[config.mk]
export PLATFORM = sky130hd
export DESIGN_NAME = mod_updown_counter
export DESIGN_NICKNAME = d
export VERILOG_FILES = /design/src/rtl/counter_pkg.sv /design/src/rtl/mod_next_count.sv /design/src/rtl/mod_updown_counter.sv
export SDC_FILE = /design/constraint.sdc
export NUM_CORES = 1
export LEC_CHECK = 0
export ABC_AREA = 1
export ABC_CLOCK_PERIOD_IN_PS = 2500
export BUFFER_PORTS_ARGS = -buffer_cell sky130_fd_sc_hd__buf_2
export CELL_PAD_IN_SITES_DETAIL_PLACEMENT = 1
export CELL_PAD_IN_SITES_GLOBAL_PLACEMENT = 2
export CORE_MARGIN = 2
export CORE_UTILIZATION = 25
export CTS_CLUSTER_DIAMETER = 60
export CTS_CLUSTER_SIZE = 8
export DETAILED_ROUTE_END_ITERATION = 10
export PLACE_DENSITY = 0.84
export SLEW_MARGIN = 5
export SYNTH_ARGS = -nofsm -noshare
export SYNTH_HDL_FRONTEND = slang
export SYNTH_HIERARCHICAL = 1
export SYNTH_SLANG_ARGS = --single-unit
[constraint.sdc]
create_clock -name CLK -period 2.5 [get_ports CLK]
set_input_delay 0 -clock CLK [delete_from_list [all_inputs] [get_ports CLK]]
set_output_delay 0 -clock CLK [all_outputs]
set_load 0.02 [all_outputs]
[src/rtl/counter_pkg.sv]
// Shared constants and helpers for the parametrised up/down counter family.
package counter_pkg;

    localparam logic DIR_UP   = 1'b1;
    localparam logic DIR_DOWN = 1'b0;

    // Lets a parent size a counter from its modulus, e.g. WIDTH = clog2(MODULUS).
    function automatic int clog2(input int value);
        int result;
        result = 0;
        while ((1 << result) < value) begin
            result = result + 1;
        end
        return result;
    endfunction

endpackage

[src/rtl/mod_next_count.sv]
// Combinational next-count step for a modulo-MODULUS counter in either direction.
module mod_next_count
    import counter_pkg::*;
#(
    parameter int WIDTH   = 4,
    parameter int MODULUS = 2 ** WIDTH
) (
    input  logic [WIDTH-1:0] q,
    input  logic             up,
    output logic [WIDTH-1:0] next_q,
    output logic             wrap
);

    localparam logic [WIDTH:0]   MOD_EXT = (WIDTH + 1)'(MODULUS);
    localparam logic [WIDTH-1:0] MAX_Q   = WIDTH'(MODULUS - 1);

    logic [WIDTH:0] incr;

    // The increment carries into the extra bit, so MODULUS == 2**WIDTH still
    // detects the wrap instead of silently truncating to zero.
    always_comb begin
        incr   = {1'b0, q} + (WIDTH + 1)'(1);
        next_q = '0;
        wrap   = 1'b0;
        if (up == DIR_UP) begin
            if (incr == MOD_EXT) begin
                next_q = '0;
                wrap   = 1'b1;
            end else begin
                next_q = incr[WIDTH-1:0];
            end
        end else if (q == '0) begin
            next_q = MAX_Q;
            wrap   = 1'b1;
        end else begin
            next_q = q - WIDTH'(1);
        end
    end

endmodule

[src/rtl/mod_updown_counter.sv]
// Parametrised loadable up/down counter with ENP/ENT cascade enables,
// synchronous clear, registered wrap pulse and sticky overflow flag.
module mod_updown_counter
    import counter_pkg::*;
#(
    parameter int WIDTH       = 4,
    parameter int MODULUS     = 2 ** WIDTH,
    parameter int RESET_VALUE = 0
) (
    input  logic             CLK,
    input  logic             MR,
    input  logic             SCLR,
    input  logic             LOAD,
    input  logic [WIDTH-1:0] D,
    input  logic             ENP,
    input  logic             ENT,
    input  logic             UP,
    output logic [WIDTH-1:0] Q,
    output logic             TC,
    output logic             CO,
    output logic             WRAP,
    output logic             OVF
);

    if (WIDTH < 2) begin : g_bad_width
        $error("mod_updown_counter: WIDTH must be at least 2");
    end
    if (MODULUS < 2 || MODULUS > 2 ** WIDTH) begin : g_bad_modulus
        $error("mod_updown_counter: MODULUS must be in 2..2**WIDTH");
    end
    if (RESET_VALUE < 0 || RESET_VALUE >= MODULUS) begin : g_bad_reset
        $error("mod_updown_counter: RESET_VALUE must be below MODULUS");
    end

    localparam logic [WIDTH:0]   MOD_EXT = (WIDTH + 1)'(MODULUS);
    localparam logic [WIDTH-1:0] MAX_Q   = WIDTH'(MODULUS - 1);
    localparam logic [WIDTH-1:0] RST_Q   = WIDTH'(RESET_VALUE);

    logic [WIDTH-1:0] count_next;
    logic             count_wrap;
    logic [WIDTH-1:0] load_value;

    mod_next_count #(
        .WIDTH   (WIDTH),
        .MODULUS (MODULUS)
    ) u_next_count (
        .q      (Q),
        .up     (UP),
        .next_q (count_next),
        .wrap   (count_wrap)
    );

    // Out-of-range load data saturates so Q never leaves 0..MODULUS-1.
    assign load_value = ({1'b0, D} < MOD_EXT) ? D : MAX_Q;

    always_ff @(posedge CLK or negedge MR) begin
        if (!MR) begin
            Q    <= RST_Q;
            WRAP <= 1'b0;
            OVF  <= 1'b0;
        end else if (!SCLR) begin
            Q    <= '0;
            WRAP <= 1'b0;
            OVF  <= 1'b0;
        end else if (!LOAD) begin
            Q    <= load_value;
            WRAP <= 1'b0;
        end else if (ENP && ENT) begin
            Q    <= count_next;
            WRAP <= count_wrap;
            if (count_wrap) begin
                OVF <= 1'b1;
            end
        end else begin
            WRAP <= 1'b0;
        end
    end

    // CO ignores ENP so a cascaded stage sees its carry one cycle ahead.
    assign TC = (UP == DIR_DOWN) ? (Q == '0) : (Q == MAX_Q);
    assign CO = TC & ENT;

endmodule

* After elaboration in Yosys (flattened, before gate mapping)
Cells that the tools add are included.
** Operators by class
- $add $sub $neg :: 2
- Eq/ne operators :: 6
- Muxes and demuxes :: 17
- Bitwise gates (word level) :: 1
- Reductions and logical operators :: 3
** Operator list (count)
- 4-bit two-way mux :: 6
- 1-bit two-way mux :: 11
- 2-bit by 1-bit != test with 1-bit output (second input constant) :: 3
- 4-bit by 1-bit adder with 5-bit output (second input constant) :: 1
- 5-bit equality test (second input constant) :: 1
- 4-bit equality test (second input constant) :: 1
- 4-bit zero test :: 1
- 4-bit by 1-bit subtractor with 4-bit output (second input constant) :: 1
- 3-bit by 2-bit != test with 1-bit output (second input constant) :: 1
- 3-bit AND reduction :: 1
- 1-bit AND :: 1
- 1-bit logical AND :: 1
** Storage, ports and cells
- Logic and storage cells :: 32
- Output and inout port bits :: 8
- Register bits after elaboration :: 6
- Bits of input ports :: 11

* Logic depth before layout (Yosys ltp)
Gate-level depths: netlist (run 1).
- Depth after elaboration :: 8
- Mapped depth :: 9
- Gate-level depth less buffers :: 9

* Cells and area by module
Netlist (run 1), hierarchy kept.
** Modules (own cells, without submodules)
- mod_updown_counter :: instances 1, sequential area each 150.1 um^2, area each 365.4 um^2, cells each 50
- mod_next_count :: instances 1, sequential area each 0.0 um^2, area each 132.6 um^2, cells each 25

* Worst setup path before layout (run 1)
No wires, ideal clock.
- Path type :: reg2reg
- Start :: register Q[0]
- End :: register Q[2]
- Setup slack :: 1035 ps
- Period minus slack after synthesis :: 1465 ps
- Setup time :: 118 ps
- Data arrival time :: 1347 ps
- Required time :: 2382 ps
- Stages on the path, launching flop included :: 10
- Path buffers :: 0
- Cell sequence :: dfrtp_1 inv_1 ha_1 nand2_1 nand2_1 xor2_1 nand2_1 o21ai_0 nand3_1 nand2_1
** On the way
- Word-level cells in the longest chain between the ends :: 7
- Elaborated cells on any way between the ends :: 10
- Those cells by class :: add/sub: 2; eq/ne: 1; mux: 6; reduce/logical: 1
** RTL lines
- from (decl) :: line mod_updown_counter.sv:18 : output logic [WIDTH-1:0] Q,
- from (signal assigned) :: line mod_updown_counter.sv:66 : Q <= load_value;
- from (signal assigned) :: line mod_updown_counter.sv:69 : Q <= count_next;
- 4-bit by 1-bit adder with 5-bit output :: line mod_next_count.sv:22 : incr = {1'b0, q} + (WIDTH + 1)'(1);
- 5-bit equality test :: line mod_next_count.sv:26 : if (incr == MOD_EXT) begin
- 4-bit two-way mux :: line mod_next_count.sv:26
- 4-bit two-way mux * :: line mod_next_count.sv:25 : if (up == DIR_UP) begin
- named net count_next[2] :: line mod_updown_counter.sv:39 : logic [WIDTH-1:0] count_next;
- 4-bit two-way mux * :: line mod_updown_counter.sv:68 : end else if (ENP && ENT) begin
- 4-bit two-way mux * :: line mod_updown_counter.sv:65 : end else if (!LOAD) begin
- 4-bit two-way mux * :: line mod_updown_counter.sv:61 : end else if (!SCLR) begin
Mark *: on every way through the listed nets, which the timed path passes. The rest lies on a longest branch. The select of a mux whose other input is x is not followed.
A chain may end at the register's enable or synchronous reset.

* Worst setup path after layout (run 1)
Same ends and word-level chain as after synthesis.

==> summary.md, run 1 <==
| Metric | Value |
|---|---|
| Outcome | completed |
| DRT Pass-1 Iters | 4 |
| Worst r2r src | Q[0] |
| Area growth from synthesis to layout | 27.6% |
| Starting Density | 0.259 |
| # IOs | 19 |
| DRC errors left | 0 |
| Cell with the most instances after synthesis | nand2_1 |
| Arr. time, crit path | between 1.5 and 2 ns |
| Max Clk Rate | around 670 MHz |
| Seq pwr share | 0.381 |
| Antenna diode count | 0 |
| Fin crit period | 1.50 ns |
| Leading cell types by count after synthesis | nand2_1, nand3_1, inv_1 |
| Initial antenna violation count | 0 |
| Worst-margin pin slew | approximately 0.32 ns |
| Beginning of the worst hold path | ENP |
| Combinational Power Share | 0.338 |
| Routed len/inst | roughly 11 um |
| Synth area leaders | dfrtp_1, nand2_1, nand3_1 |
| Die area | approximately 0.0024 sq mm |
| Startpoint class of the critical path | flip-flop |
| Post-Syn Area | about 500 sq um |
| Post-synth cell types | 15 |
| I/O Buffers | 18 |
| Count of pins over their slew limit | 0 |
| CTS HTree Levels | 1 |
| #FFs+latches synth | 6 |
| Final setup vio count | 0 |
| Synth Area per Inst | roughly 6.6 sq um |
| Worst Skew | 0.00228 ns |
| CTS tree | yes |
| MaxCap Viol Count | 0 |
| Post-synth top area share | 0.302 |
| Setup WS pre-CTS | roughly 0.99 ns |
| Crit Path Max Fanout | 9 |
| CP Data Required Time | about 2.6 ns |
| Die W | slightly below 50 um |
| Sw frac | 0.375 |
| Power Dens Cells | 505 mW/mm^2 |
| Tcrit/Tclk final | 0.601 |
| Syn_nets | a little under 90 |
| Layout cell share with drive strength beyond 1 | 0.263 |
| Net Switching | approximately 0.12 mW |
| Hold Violations, Final | 0 |
| Grt ovf | 0 |
| Post-synthesis cell count | 75 |
| Later-pin clock latency in the skew report | approximately 0.24 ns |
| Via density | between 4 and 5 |
| Final worst setup slack | roughly 1.0 ns |
| CTS Sinks | 6 |
| Async SR Flop Fraction | 1.00 |
| Total CTS buffers | 3 |
| Crit. Startpoint | Q[0] |
| Final net count | between 100 and 150 |
| RePlAce Congestion | 0.812 |
| Cell taking the most area after synthesis | dfrtp_1 |
| Pin count of the biggest net entering global routing | 15 |
| Static leakage | around 0.37 nW |
| Post-DP HPWL | 1.12 mm |
| Detail Route Antenna Nets | 0 |
| GRT Total Usage | 0.134 |
| Register area share after synthesis | 0.302 |
| # fillers | ~280 |
| Rel. slew slack | 0.787 |
| Initial drt markers | 7 |
| Core Rows | 16 |
| Clock power frac | 0.281 |
| EDFF count, synth | 0 |
| Clock slew at reported path FFs | 0.05 ns |
| Worst setup EP type | flip-flop |
| Core footprint | a little under 0.002 sq mm |
| DP Area | ~600 sq um |
| Peak supply drop | ~220 uV |
| Post-synth top flop | dfrtp_1 |
| Final instance area | 636 sq um |
| Die H | around 49 um |
| Vias in the first global route | 568 |
| Worst setup path class | flip-flop to flip-flop |
| Detailed-route via count | a little under 600 |
| Clk buf depth | 2 |
| Fin Setup TNS | 0 ns |
| Root Buffer | clkbuf_4 |
| Worst hold path class | input pin to flip-flop |
| First-pass GRT wire length | ~2.5 mm |
| Syn. warnings | 6 |
| Total routed wirelength | 1.39 mm |
| RSZ-0062 raised after global routing | no |
| Pint | roughly 0.2 mW |
## kinds of logic after synthesis
| family | share of synthesized area |
|---|---|
| AO/OA/AOI/OAI | 0.0854 |
| buffers and inverters | 0.121 |
| XOR/XNOR | 0.0352 |
| AND/OR/NAND/NOR | 0.407 |
| adder cells (fa/ha/maj) | 0.0502 |
| flip-flops | 0.301 |
## final timing paths
path / to / slack (ns) / cells past startpoint
min in group asynchronous: Q[2] / 0.11 / 2
max in group asynchronous: Q[0] / 2.24 / 2
worst max register to register: Q[2] / 1.0 / 9
worst min register to register: OVF / 0.49 / 2
worst max-delay path: Q[2] / 1.0 / 9
worst min-delay path: WRAP / 0.09 / 3
## area by class of cell
type	count	area (sq um)	area share
timing repair buffer	19	100	0.157
tap	27	33.8	0.0531
multi-input combinational	56	288	0.453
inverter	11	41.3	0.0650
sequential	6	150	0.236
clock buffer	3	22.5	0.0354
## worst max-delay path, cell delays in order, from the launching register on
cell	delay [ns]
dfrtp_1	0.48
inv_1	0.12
ha_1	0.23
nand2_1	0.07
nand2_1	0.06
xor2_1	0.14
nand2_1	0.07
o21ai_0	0.09
nand3_1	0.08
nand2_1	0.05
## sequential cells by signal (all words and copies together) (netlist names)
signal,cells
Q,4
WRAP,1
OVF,1
## per-layer routing
| metal | vias up | track usage | wire length, um |
|---|---|---|---|
| li1 | 285 | - | - |
| met1 | 282 | 0.169 | 629 |
| met2 | 12 | 0.228 | 699 |
| met3 | 4 | 0.0185 | 37 |
| met4 | 0 | 0.0571 | 23 |
| met5 | - | 0 | 0 |
## repair_timing
| action | in CTS | in global routing |
|---|---|---|
| endpoints found under the hold margin | 6 | 0 |
| hold buffers | 1 | 0 |
| setup buffers | 0 | 0 |
| gates resized for setup | 0 | 0 |
## per-stage QoR
stage           util  hold slack [ns]  total power [mW]  instances
2_1_floorplan      -           -0.296             0.193         75
3_3_place_gp   0.314           -0.171             0.229        118
3_5_place_dp   0.314           -0.170             0.232        118
4_1_cts        0.331           0.0951             0.323        122
5_1_grt        0.331            0.121             0.344        122
6_report       0.331           0.0885             0.321        122
## cell usage in the layout, fill, tap and decap left out
cell type and instances:
nand2_1 19, buf_2 18, nand3_1 13, inv_1 11, dfrtp_1 6, nor2_1 6
nand4_1 5, o21ai_0 4, clkbuf_4 3, nand2_2 2, o21ai_2 2, ha_1 2
a21oi_1 1, dlygate4sd3_1 1, xor2_1 1, xnor2_1 1
## power by group through the flow
stage | sequential (mW) | clock, mW | combinational (mW)
2_1_floorplan | 0.129 | 0 | 0.0645
3_3_place_gp | 0.124 | 0 | 0.105
3_5_place_dp | 0.124 | 0 | 0.108
4_1_cts | 0.122 | 0.0900 | 0.110
5_1_grt | 0.125 | 0.0949 | 0.123
6_report | 0.122 | 0.0901 | 0.109
(Power assumes the default switching activity.)
==> inputs of run 2 (changes only) <==
ABC_CLOCK_PERIOD_IN_PS = 1450   (was 2500)
CORE_UTILIZATION = 23   (was 25)
PLACE_DENSITY = 0.79   (was 0.84)
clock period = 1.45 ns   (was 2.5 ns; I/O delays follow)
==> run 2 against run 1 <==
Compared with the run above: cell count up 4.1%; clock skew about the same; critical path depth down 1; hold slack worse by 0.0020 ns; flip-flop and latch count unchanged; first-iteration DRC count unchanged; routed wire length up 7.4%; via count up 2.4%; setup slack worse by 0.91 ns; non-clock buffer count up 4; clock power up 93%; critical path type unchanged.
==> summary.md, run 2 (same netlist as run 1, synthesis figures left out) <==
| Metric | Value |
|---|---|
| Worst-margin pin slew | 0.278 ns (-0.0413 ns) |
| GRT Total Usage | 0.130 (-0.00365) |
| Seq pwr share | 0.350 (-0.031) |
| Die area | 0.00255 sq mm (+8.0%) |
| Final setup vio count | 0 (unchanged) |
| Hold Path Depth | 5 (+2) |
| Via density | 4.70 (-1.6%) |
| Detailed-route via count | 597 (+2.4%) |
| Initial antenna violation count | 0 (unchanged) |
| Routed len/inst | 11.8 um (+3.2%) |
| Layout cell share with drive strength beyond 1 | 0.350 (+0.0868) |
| Startpoint class of the critical path | flip-flop |
| Clock slew at reported path FFs | 0.05 ns (about the same) |
| Hold Violations, Final | 0 (unchanged) |
| Pin count of the biggest net entering global routing | 15 (unchanged) |
| Area growth from synthesis to layout | 38.9% |
| Rel. slew slack | 0.814 (+0.0275) |
| RSZ-0062 raised after global routing | no |
| Fin crit period | 1.37 ns (-0.137 ns) |
| DRC errors left | 0 (unchanged) |
| Crit Path Max Fanout | 7 (-2) |
| Worst setup path class | flip-flop to flip-flop |
| DRT Pass-1 Iters | 4 (unchanged) |
| Hold endpoint | Q[0] |
| CTS HTree Levels | 1 (unchanged) |
| Top flop regs | Q (4), OVF (1), WRAP (1) |
| Critical path buffers and inverters | 0 (-1) |
| Total CTS buffers | 3 (unchanged) |
| Final worst setup slack | 0.0840 ns (-0.913 ns) |
| CP max-delay cell | dfrtp_2 |
| R2R cell count | 8 (-1) |
| Static leakage | 0.387 nW (+4.9%) |
| Most used cell, CP | nand2_1 |
| Worst r2r src | Q[0] |
| CP Cell Sequence | ha_1, nand2_1, nand2_1, xor2_1, nand2_1, o21ai_0, nand3_1, nand2_1 |
| Net Switching | 0.222 mW (+84%) |
| Vias in the first global route | 539 (-5.1%) |
| R2r setup slk | 0.08 ns (-0.91 ns) |
| Antenna diode count | 0 (unchanged) |
| # fillers | 279 (unchanged) |
| Starting Density | 0.249 (-0.0104) |
| Arr. time, crit path | 1.50 ns (-0.14 ns) |
| Total routed wirelength | 1.49 mm (+7.4%) |
| Worst setup EP type | flip-flop |
| Commonest non-fill, non-tap cells in the layout | nand2_1, buf_2, nand3_1, inv_1, nor2_1 |
| Worst hold path class | input pin to flip-flop |
| Outcome | completed |
| Die H | 50.5 um (+3.9%) |
| Fin Setup TNS | 0 ns (unchanged) |
| Grt ovf | 0 (unchanged) |
| Crit. Startpoint | Q[0] |
| Beginning of the worst hold path | D[0] |
| Final net count | 114 (+3.6%) |
| Tcrit/Tclk final | 0.942 (+0.341) |
| Max incr delay on CP | 0.45 ns (-0.03 ns) |
| Commonest non-fill, non-tap cell in the layout | nand2_1 |
| I/O Buffers | 18 (unchanged) |
| Worst Skew | 0.00208 ns (-0.000200 ns) |
| CTS Sinks | 6 (unchanged) |
| Pint | 0.380 mW (+89%) |
| RePlAce Congestion | 0.733 (-9.7%) |
| Sw frac | 0.369 (-0.00653) |
| # IOs | 19 (unchanged) |
| Die W | 50.5 um (+3.9%) |
| MaxCap Viol Count | 0 (unchanged) |
| Root Buffer | clkbuf_4 |
| Later-pin clock latency in the skew report | 0.25 ns (about the same) |
| Core Rows | 16 (unchanged) |
| Combinational Power Share | 0.360 (+0.022) |
| Count of pins over their slew limit | 0 (unchanged) |
| Core footprint | 0.00200 sq mm (+4.2%) |
| Setup WS pre-CTS | 0.0284 ns (-0.965 ns) |
| Max Clk Rate | 732 MHz (+10%) |
| Post-DP HPWL | 1.05 mm (-6.2%) |
| Peak supply drop | 426 uV (+91%) |
| Power Dens Cells | 870 mW/mm^2 (+72%) |
| Clk buf depth | 2 (unchanged) |
| Final core utilization | 0.346 (+0.0149) |
| Most flops, register | Q |
| Family with the most delay on the worst path | flip-flops |
| Clock power frac | 0.290 (+0.009) |
| First-pass GRT wire length | 2.46 mm (-2.5%) |
| Initial drt markers | 7 (unchanged) |
| CTS tree | yes |
| FF-to-FF End | Q[2] |
| CP Data Required Time | 1.58 ns (-1.05 ns) |
| Max FFs per register | 4 (unchanged) |
| Detail Route Antenna Nets | 0 (unchanged) |
## run 2: changes by cell type in the layout (fill, tap and decap cells not counted), sizes merged
cell	previous run	this run
clkbuf	3	4
buf	18	22
## run 2: worst max-delay path by stage
stage,slack [ns],cells after the start,end
floorplan,0.06,9,Q[2]
global placement,0.03,9,Q[2]
detailed placement,0.03,9,Q[2]
CTS,0.01,9,Q[2]
global route,0.008,9,Q[2]
finish,0.08,8,Q[2]
## run 2: what timing repair did
item | in CTS | in global routing
endpoints found under the setup margin | 0 | 5
endpoints found under the hold margin | 6 | 0
hold buffers | 1 | 0
gates resized for setup | 0 | 7
setup buffers | 0 | 4
## run 2: worst reg2reg max path, delay by kind of cell, from the launching register on
kind                     cells  cell delay (ns)
AO/OA/AOI/OAI                1             0.08
adder cells (fa/ha/maj)      1             0.22
XOR/XNOR                     1             0.14
flip-flops                   1             0.45
AND/OR/NAND/NOR              5             0.37
## run 2: routing by layer
metal | part of all wire | routed length, um | track usage
met3 | 0.043 | 64 | 0.0208
met1 | 0.46 | 688 | 0.168
met4 | 0.010 | 15 | 0.0811
met5 | 0 | 0 | 0
met2 | 0.48 | 724 | 0.202
## run 2: per-stage QoR
step                cells  cell area (sq um)  power [mW]  hold WS, ns
floorplan              75                499       0.334       -0.296
global placement      118                604       0.394       -0.170
detailed placement    118                604       0.396       -0.164
CTS                   123                641       0.583       0.0754
global route          127                692       0.656        0.104
finish                127                692       0.602       0.0865
## run 2: area by class of cell
type / instances / area [sq um] / share of cell area
repair buffers: 23 / 133 / 0.192
inverters: 11 / 41.3 / 0.0597
flip-flops and latches: 6 / 154 / 0.222
well taps: 27 / 33.8 / 0.0488
multi-input cells: 56 / 304 / 0.439
clock buffers: 4 / 26.3 / 0.0380
## run 2: power groups by stage
stage          clock network, mW  logic [mW]  registers [mW]
2_1_floorplan                  0       0.111           0.223
3_3_place_gp                   0       0.180           0.214
3_5_place_dp                   0       0.182           0.215
4_1_cts                    0.185       0.186           0.212
5_1_grt                    0.198       0.244           0.214
6_report                   0.174       0.217           0.211
